`config.mk`:
```
export PLATFORM = sky130hd
export DESIGN_NAME = debouncer_flat
export DESIGN_NICKNAME = d
export VERILOG_FILES = /design/src/rtl/debouncer_if.sv /design/src/rtl/debouncer.sv /design/src/flat_wrapper.sv
export SDC_FILE = /design/constraint.sdc
export NUM_CORES = 1
export LEC_CHECK = 0
export BUFFER_PORTS_ARGS = -buffer_cell sky130_fd_sc_hd__buf_4
export CAP_MARGIN = 15
export CORE_MARGIN = 4
export CORE_UTILIZATION = 25
export DETAILED_ROUTE_END_ITERATION = 16
export SLEW_MARGIN = 20
export SYNTH_ARGS = -nofsm -noshare
export SYNTH_HDL_FRONTEND = slang
export SYNTH_SLANG_ARGS = --single-unit
```
`constraint.sdc`:
```
create_clock -name clk -period 1.55 [get_ports clk]
set_clock_uncertainty 0.05 [all_clocks]
set_input_delay 0.2325 -clock clk [delete_from_list [all_inputs] [get_ports clk]]
set_output_delay 0.2325 -clock clk [all_outputs]
set_load 0.01 [all_outputs]
```
`src/rtl/debouncer_if.sv`:
```
// debouncer_if: bundles the raw and debounced level vectors of the debouncer.
//   glitchy_signal   [width]  synchronized but still bouncy inputs (driven by master)
//   debounced_signal [width]  clean levels (driven by the debouncer, slave side)
//   debounced_rise   [width]  one-cycle rise pulses, present only when
//                             DEBOUNCER_EDGE_EN is defined
// Modports: master = the logic feeding inputs and consuming outputs,
//           slave  = the debouncer itself.
interface debouncer_if #(
  parameter int width = 1
);
  logic [width-1:0] glitchy_signal;
  logic [width-1:0] debounced_signal;
`ifdef DEBOUNCER_EDGE_EN
  logic [width-1:0] debounced_rise;
`endif

  modport master (
    output glitchy_signal,
`ifdef DEBOUNCER_EDGE_EN
    input  debounced_rise,
`endif
    input  debounced_signal
  );

  modport slave (
    input  glitchy_signal,
`ifdef DEBOUNCER_EDGE_EN
    output debounced_rise,
`endif
    output debounced_signal
  );
endinterface

```
`src/rtl/debouncer.sv`:
```
// debouncer: per-bit debouncer for already-synchronized button/switch inputs.
// A shared wrapping counter produces a sample pulse once every SAMPLE_CNT_MAX
// cycles. On each pulse every bit's saturating counter either advances (input
// high, capped at PULSE_CNT_MAX) or clears (input low). A bit's output is high
// only while its counter sits at PULSE_CNT_MAX.
// Ports:
//   clk  system clock
//   rst  synchronous active-high reset
//   bus  debouncer_if.slave: glitchy_signal in, debounced_signal out
//        (plus debounced_rise out when DEBOUNCER_EDGE_EN is defined)
// Optional feature macro: DEBOUNCER_EDGE_EN adds a registered one-cycle pulse
// per bit, high in the cycle after debounced_signal rises.
// The interface instance must be built with the same width as this module.
module debouncer #(
  parameter int width          = 1,
  parameter int SAMPLE_CNT_MAX = 25000,
  parameter int PULSE_CNT_MAX  = 150
) (
  input  logic        clk,
  input  logic        rst,
  debouncer_if.slave  bus
);
  // A single-cycle period still needs a 1-bit counter that simply stays at 0.
  localparam int WRAP_W = (SAMPLE_CNT_MAX > 1) ? $clog2(SAMPLE_CNT_MAX) : 1;
  localparam int SAT_W  = $clog2(PULSE_CNT_MAX + 1);
  localparam logic [WRAP_W-1:0] WRAP_LAST = WRAP_W'(SAMPLE_CNT_MAX - 1);
  localparam logic [SAT_W-1:0]  SAT_MAX   = SAT_W'(PULSE_CNT_MAX);

  logic [WRAP_W-1:0] wrap_cnt_reg;
  logic              sample_pulse;
  logic [width-1:0]  debounced;

  assign sample_pulse = (wrap_cnt_reg == WRAP_LAST);

  always_ff @(posedge clk) begin
    if (rst) begin
      wrap_cnt_reg <= '0;
    end else if (sample_pulse) begin
      wrap_cnt_reg <= '0;
    end else begin
      wrap_cnt_reg <= wrap_cnt_reg + 1'b1;
    end
  end

  genvar gi;
  generate
    for (gi = 0; gi < width; gi++) begin : g_bit
      logic [SAT_W-1:0] sat_reg;

      // Any low sample restarts the run; between samples the count is frozen
      // so bounces that never land on a sample point are invisible.
      always_ff @(posedge clk) begin
        if (rst) begin
          sat_reg <= '0;
        end else if (sample_pulse) begin
          if (!bus.glitchy_signal[gi]) begin
            sat_reg <= '0;
          end else if (sat_reg != SAT_MAX) begin
            sat_reg <= sat_reg + 1'b1;
          end
        end
      end

      assign debounced[gi] = (sat_reg == SAT_MAX);
    end
  endgenerate

  assign bus.debounced_signal = debounced;

`ifdef DEBOUNCER_EDGE_EN
  logic [width-1:0] prev_reg;
  logic [width-1:0] rise_reg;

  // prev_reg resets low together with the counters, so leaving reset never
  // looks like a rising edge.
  always_ff @(posedge clk) begin
    if (rst) begin
      prev_reg <= '0;
      rise_reg <= '0;
    end else begin
      prev_reg <= debounced;
      rise_reg <= debounced & ~prev_reg;
    end
  end

  assign bus.debounced_rise = rise_reg;
`endif
endmodule

```
`src/flat_wrapper.sv`:
```
// flat-port wrapper written by rule: the top's interface ports become plain ports
module debouncer_flat 
#(
  parameter int width          = 1,
  parameter int SAMPLE_CNT_MAX = 25000,
  parameter int PULSE_CNT_MAX  = 150
)
  (clk, rst, bus_glitchy_signal, bus_debounced_signal);
  debouncer_if #(.width(width)) bus_i ();
  input  logic clk;
  input  logic rst;
  input wire logic [$bits(bus_i.glitchy_signal)-1:0] bus_glitchy_signal;
  output wire logic [$bits(bus_i.debounced_signal)-1:0] bus_debounced_signal;
  assign bus_i.glitchy_signal = bus_glitchy_signal;
  assign bus_debounced_signal = bus_i.debounced_signal;
  debouncer #(.width(width), .SAMPLE_CNT_MAX(SAMPLE_CNT_MAX), .PULSE_CNT_MAX(PULSE_CNT_MAX)) u_core (.clk(clk), .rst(rst), .bus(bus_i));
endmodule
```
# Word level (Yosys, flattened, before mapping)
# Cells that the tools add are included.
# word_totals
reg_bits	23
input_bits	3
out_inout_bits	1
word_cells	12
# classes
n_addsub	2
n_eq_ne	4
mux	2
n_reduce_logical	2
# ops
cell	n
8-bit two-way mux	2
15-bit by 1-bit adder with 15-bit output, second input constant	1
15-bit equality test, second input constant	1
8-bit by 1-bit adder with 8-bit output, second input constant	1
8-bit equality test, second input constant	1
8-bit inequality test, second input constant	1
2-bit by 1-bit inequality test with 1-bit output, second input constant	1
2-bit AND reduction	1
2-bit OR reduction	1

# Logic depth before layout (Yosys ltp)
# logic_depth
ltp_word	3
mapped_depth	7
mapped_depth_nobuf	6

# Worst setup path after synthesis
# Ideal clock, no wire load.
# synth_timing
path_type	reg-to-reg
startpoint	reg u_core.wrap_cnt_reg[0]
endpoint	reg u_core.g_bit[0].sat_reg[7]
setup_ns	0.070
t_arrival_ns	1.583
setup_slack_ns	-0.153
path_stages_with_launch	7
period_less_slack_ns	1.703
cell_sequence	dfxtp_1 -> ha_1 -> and3_1 -> buf_2 -> nand4_2 -> or4_1 -> a21oi_1
# synth_via
elab_chain_cells	2
# synth_rtl
item	line_no	rtl
start, declared	debouncer.sv:29	logic [WRAP_W-1:0] wrap_cnt_reg;
start signal, assigned	debouncer.sv:41	wrap_cnt_reg <= wrap_cnt_reg + 1'b1;
15-bit equality test	debouncer.sv:33	assign sample_pulse = (wrap_cnt_reg == WRAP_LAST);
2-bit AND reduction (no source line)	--	
end signal, assigned	debouncer.sv:59	sat_reg <= sat_reg + 1'b1;
end, declared	debouncer.sv:48	logic [SAT_W-1:0] sat_reg;
# Every way passes these cells.
# A chain may end at the register's enable or synchronous reset.

# Worst setup path after layout
# layout_timing
startpoint	reg u_core.g_bit[0].sat_reg[3]
endpoint	out bus_debounced_signal
# layout_via
elab_chain_cells	1
# layout_rtl
item	line_no	rtl
8-bit equality test	debouncer.sv:64	assign debounced[gi] = (sat_reg == SAT_MAX);
end, declared	flat_wrapper.sv:13	output wire logic [$bits(bus_i.debounced_signal)-1:0] bus_debounced_signal;
# Every way passes these cells.

==> qor.yml <==
run_status:
  status: "finished with violations"
  violations: "negative setup slack"
logic_synthesis:
  yosys_warnings: 0
  synth_ff_type: "dfxtp_1"
  synth-edff-count: 0
  synthDistinctLibCells: 33
  syn_area_um2: 1140
  ys_seq_area_share_pct: 40.2
  synth_nets: 139
  synth-async-reset-ratio_pct: 0
  ys_ff_latch: 23
  synthCells: 133
  synth.avg_cell_area_um2: 8.61
sta:
  finalSetupViolations: 1
  rsz0062_at_grt: "yes"
  finalCritPeriodShare_pct: 100
  worstMarginPinSlew_ns: 0.314
  relSlewSlack_pct: 79.0
  fmax_ghz: 0.642
  fin_ws_ns: -0.00768
  final_hold_viol_count: 0
  fin_crit_ns: 1.56
  slew_violations: 0
routing:
  ant_nets: 0
  drtPass1Iterations: 4
  avgRoutedWirePerCell_um: 12.1
  postRouteWirelength_mm: 2.54
  vias: 1003
  drtIter0Drc: 55
  avgViaCountPerCell: 4.78
  drc: 0
run:
  cap_violations: 0
layout:
  layout_commonest_cell: "buf_4"
  nNetsFinal: 165
  largest_reg_flops: 15
  drive_gt1_share_pct: 37.3
  area_delta_synth_final_pct: 35.4
  final_cell_mix: "buf_4 (22), nor2_1 (15), dfxtp_1 (15), a21oi_1 (10)"
  finish.utilization_pct: 35.4
  diodes: 0
global_routing:
  grt_max_degree: 13
  globalRoute.totalOverflow: 0
  grt_usage_pct: 9.85
  antenna_found_initial: 0
  first_global_vias: 924
  grt_pass1_wl_mm: 4.35
setup_path:
  arrival_ns: 1.28
  crit_chain: "nor4b_4 > and2_4 > buf_6"
  crit_start: "u_core.g_bit[0].sat_reg[3]$_SDFFE_PP0P_"
  reg2reg_setup_slack_ns: 0.01
  start_kind: "flip-flop"
  slowest_stage: "dfxtp_4"
  cp.required_ns: 1.27
  worstReg2RegEnd: "u_core.g_bit[0].sat_reg[7]$_SDFFE_PP0P_"
  cpPeakStageDelay_ns: 0.38
  crit_path_end_kind: "output pin"
  worstPathMaxFanout: 6
  worstSetupPathType: "flip-flop to output pin"
  crit_end: "bus_debounced_signal"
  crit-reg2reg-launch: "u_core.g_bit[0].sat_reg[0]$_SDFFE_PP0P_"
  ff2ff_path_depth: 6
floorplanning:
  fp-row-count: 24
  die_area_um2: 5730
  num_io_pins: 4
  die_h_um: 75.7
  core_area_um2: 4380
  die_w_um: 75.7
  initial_core_util_pct: 26.1
place:
  portBuffers: 3
  dp_hpwl_mm: 1.81
  preCtsSetupSlack_ns: 0.0229
  gp_congestion: 0.801
power:
  irDropWorstVdd_uv: 454
  cellPowerDensity_nw_per_um2: 658
  p_leak_nw: 0.541
clock_tree:
  holdBufCountCts: 0
  cts-htree-levels: 1
  cts.clk_slew.worst_paths_ns: 0.09
  cts-root-buf: "clkbuf_8"
  cts_num_sinks: 23
  cts_max_path_buffers: 2
  cts-buffers-inserted: 3
  clk_latency_ns: 0.27
  cts_tree: "done"
worst_hold_path:
  hold_class: "input port to flip-flop"
[metrics by stage]
step	power [mW]	hold slack [ns]	TNS (ns)	cell area, µm²	instances
2_1_floorplan	0.640	0.345	0	1160	133
3_3_place_gp	0.656	0.352	0	1360	202
3_5_place_dp	0.656	0.359	0	1360	202
4_1_cts	1.03	0.149	0	1430	207
5_1_grt	1.06	0.149	-0.262	1550	210
6_report	1.02	0.144	-0.00768	1550	210
[timing repair]
item / CTS / global route
endpoints found under the setup margin: 1 / 11
gates cloned: 0 / 0
buffers inserted: 1 / 3
gates resized for setup: 7 / 25
pin swaps: 0 / 7
endpoints found under the hold margin: 0 / 0
[area by class of cell]
| type | count | area (µm²) |
|---|---|---|
| repair buffers | 24 | 188 |
| clock buffers | 4 | 45.0 |
| well taps | 52 | 65.1 |
| fillers | 447 | 2830 |
| multi-input cells | 103 | 759 |
| flip-flops and latches | 23 | 478 |
| inverters | 4 | 15.0 |
[cells in the mapped netlist (all sizes together), types with 2 or more instances]
| master | count | share of area (%) |
|---|---|---|
| dfxtp | 23 | 40 |
| nor2 | 15 | 4.9 |
| a21oi | 12 | 5.2 |
| nand2 | 9 | 3.0 |
| nand3 | 9 | 3.9 |
| o21ai | 8 | 3.5 |
| xnor2 | 7 | 5.4 |
| or3 | 5 | 2.7 |
| and3 | 4 | 2.2 |
| inv | 4 | 1.3 |
| xor2 | 4 | 3.1 |
| ha | 3 | 3.3 |
| nand4 | 3 | 2.2 |
| nor4 | 3 | 1.6 |
| or4 | 3 | 2.0 |
| and2 | 2 | 1.1 |
| and4 | 2 | 1.5 |
| and4bb | 2 | 2.2 |
| buf | 2 | 0.87 |
| nor4b | 2 | 2.8 |
[where the power goes]
| part | internal, mW | switching [mW] | leakage (nW) | total, mW |
|---|---|---|---|---|
| logic | 0.0191 | 0.0229 | 0.328 | 0.0420 |
| clock network | 0.184 | 0.194 | 0.0228 | 0.378 |
| registers | 0.593 | 0.00754 | 0.190 | 0.600 |
| total | 0.795 | 0.225 | 0.541 | 1.02 |
[critical path: cells and delay by family, from the launching register on]
| family | cells | cell delay, ns |
|---|---|---|
| AND/OR/NAND/NOR | 2 | 0.53 |
| buffers and inverters | 1 | 0.10 |
| flip-flops | 1 | 0.38 |
[worst min-delay path by stage]
stage	startpoint	end	slack, ns	cells past startpoint
2_1_floorplan	u_core.wrap_cnt_reg[0]$_SDFF_PP0_	u_core.wrap_cnt_reg[0]$_SDFF_PP0_	0.35	1
3_3_place_gp	u_core.wrap_cnt_reg[0]$_SDFF_PP0_	u_core.wrap_cnt_reg[0]$_SDFF_PP0_	0.35	1
3_5_place_dp	u_core.wrap_cnt_reg[0]$_SDFF_PP0_	u_core.wrap_cnt_reg[0]$_SDFF_PP0_	0.36	1
4_1_cts	rst	u_core.g_bit[0].sat_reg[0]$_SDFFE_PP0P_	0.15	2
5_1_grt	rst	u_core.g_bit[0].sat_reg[6]$_SDFFE_PP0P_	0.15	2
6_report	rst	u_core.g_bit[0].sat_reg[6]$_SDFFE_PP0P_	0.14	2
[kinds of logic after synthesis]
kind of cell    synth area share [%]
compound gates                  12.5
xor+xnor                        8.42
fa+ha+maj                       3.28
buf+inv                         2.51
flops                           40.2
simple gates                    33.1
[metal layers]
metal  share of wire [%]  track usage, %
met3                 2.7            2.77
met4                0.28            1.36
met1                  52            14.3
met2                  45            14.9
met5                   0               0
(Power assumes the default switching activity.)
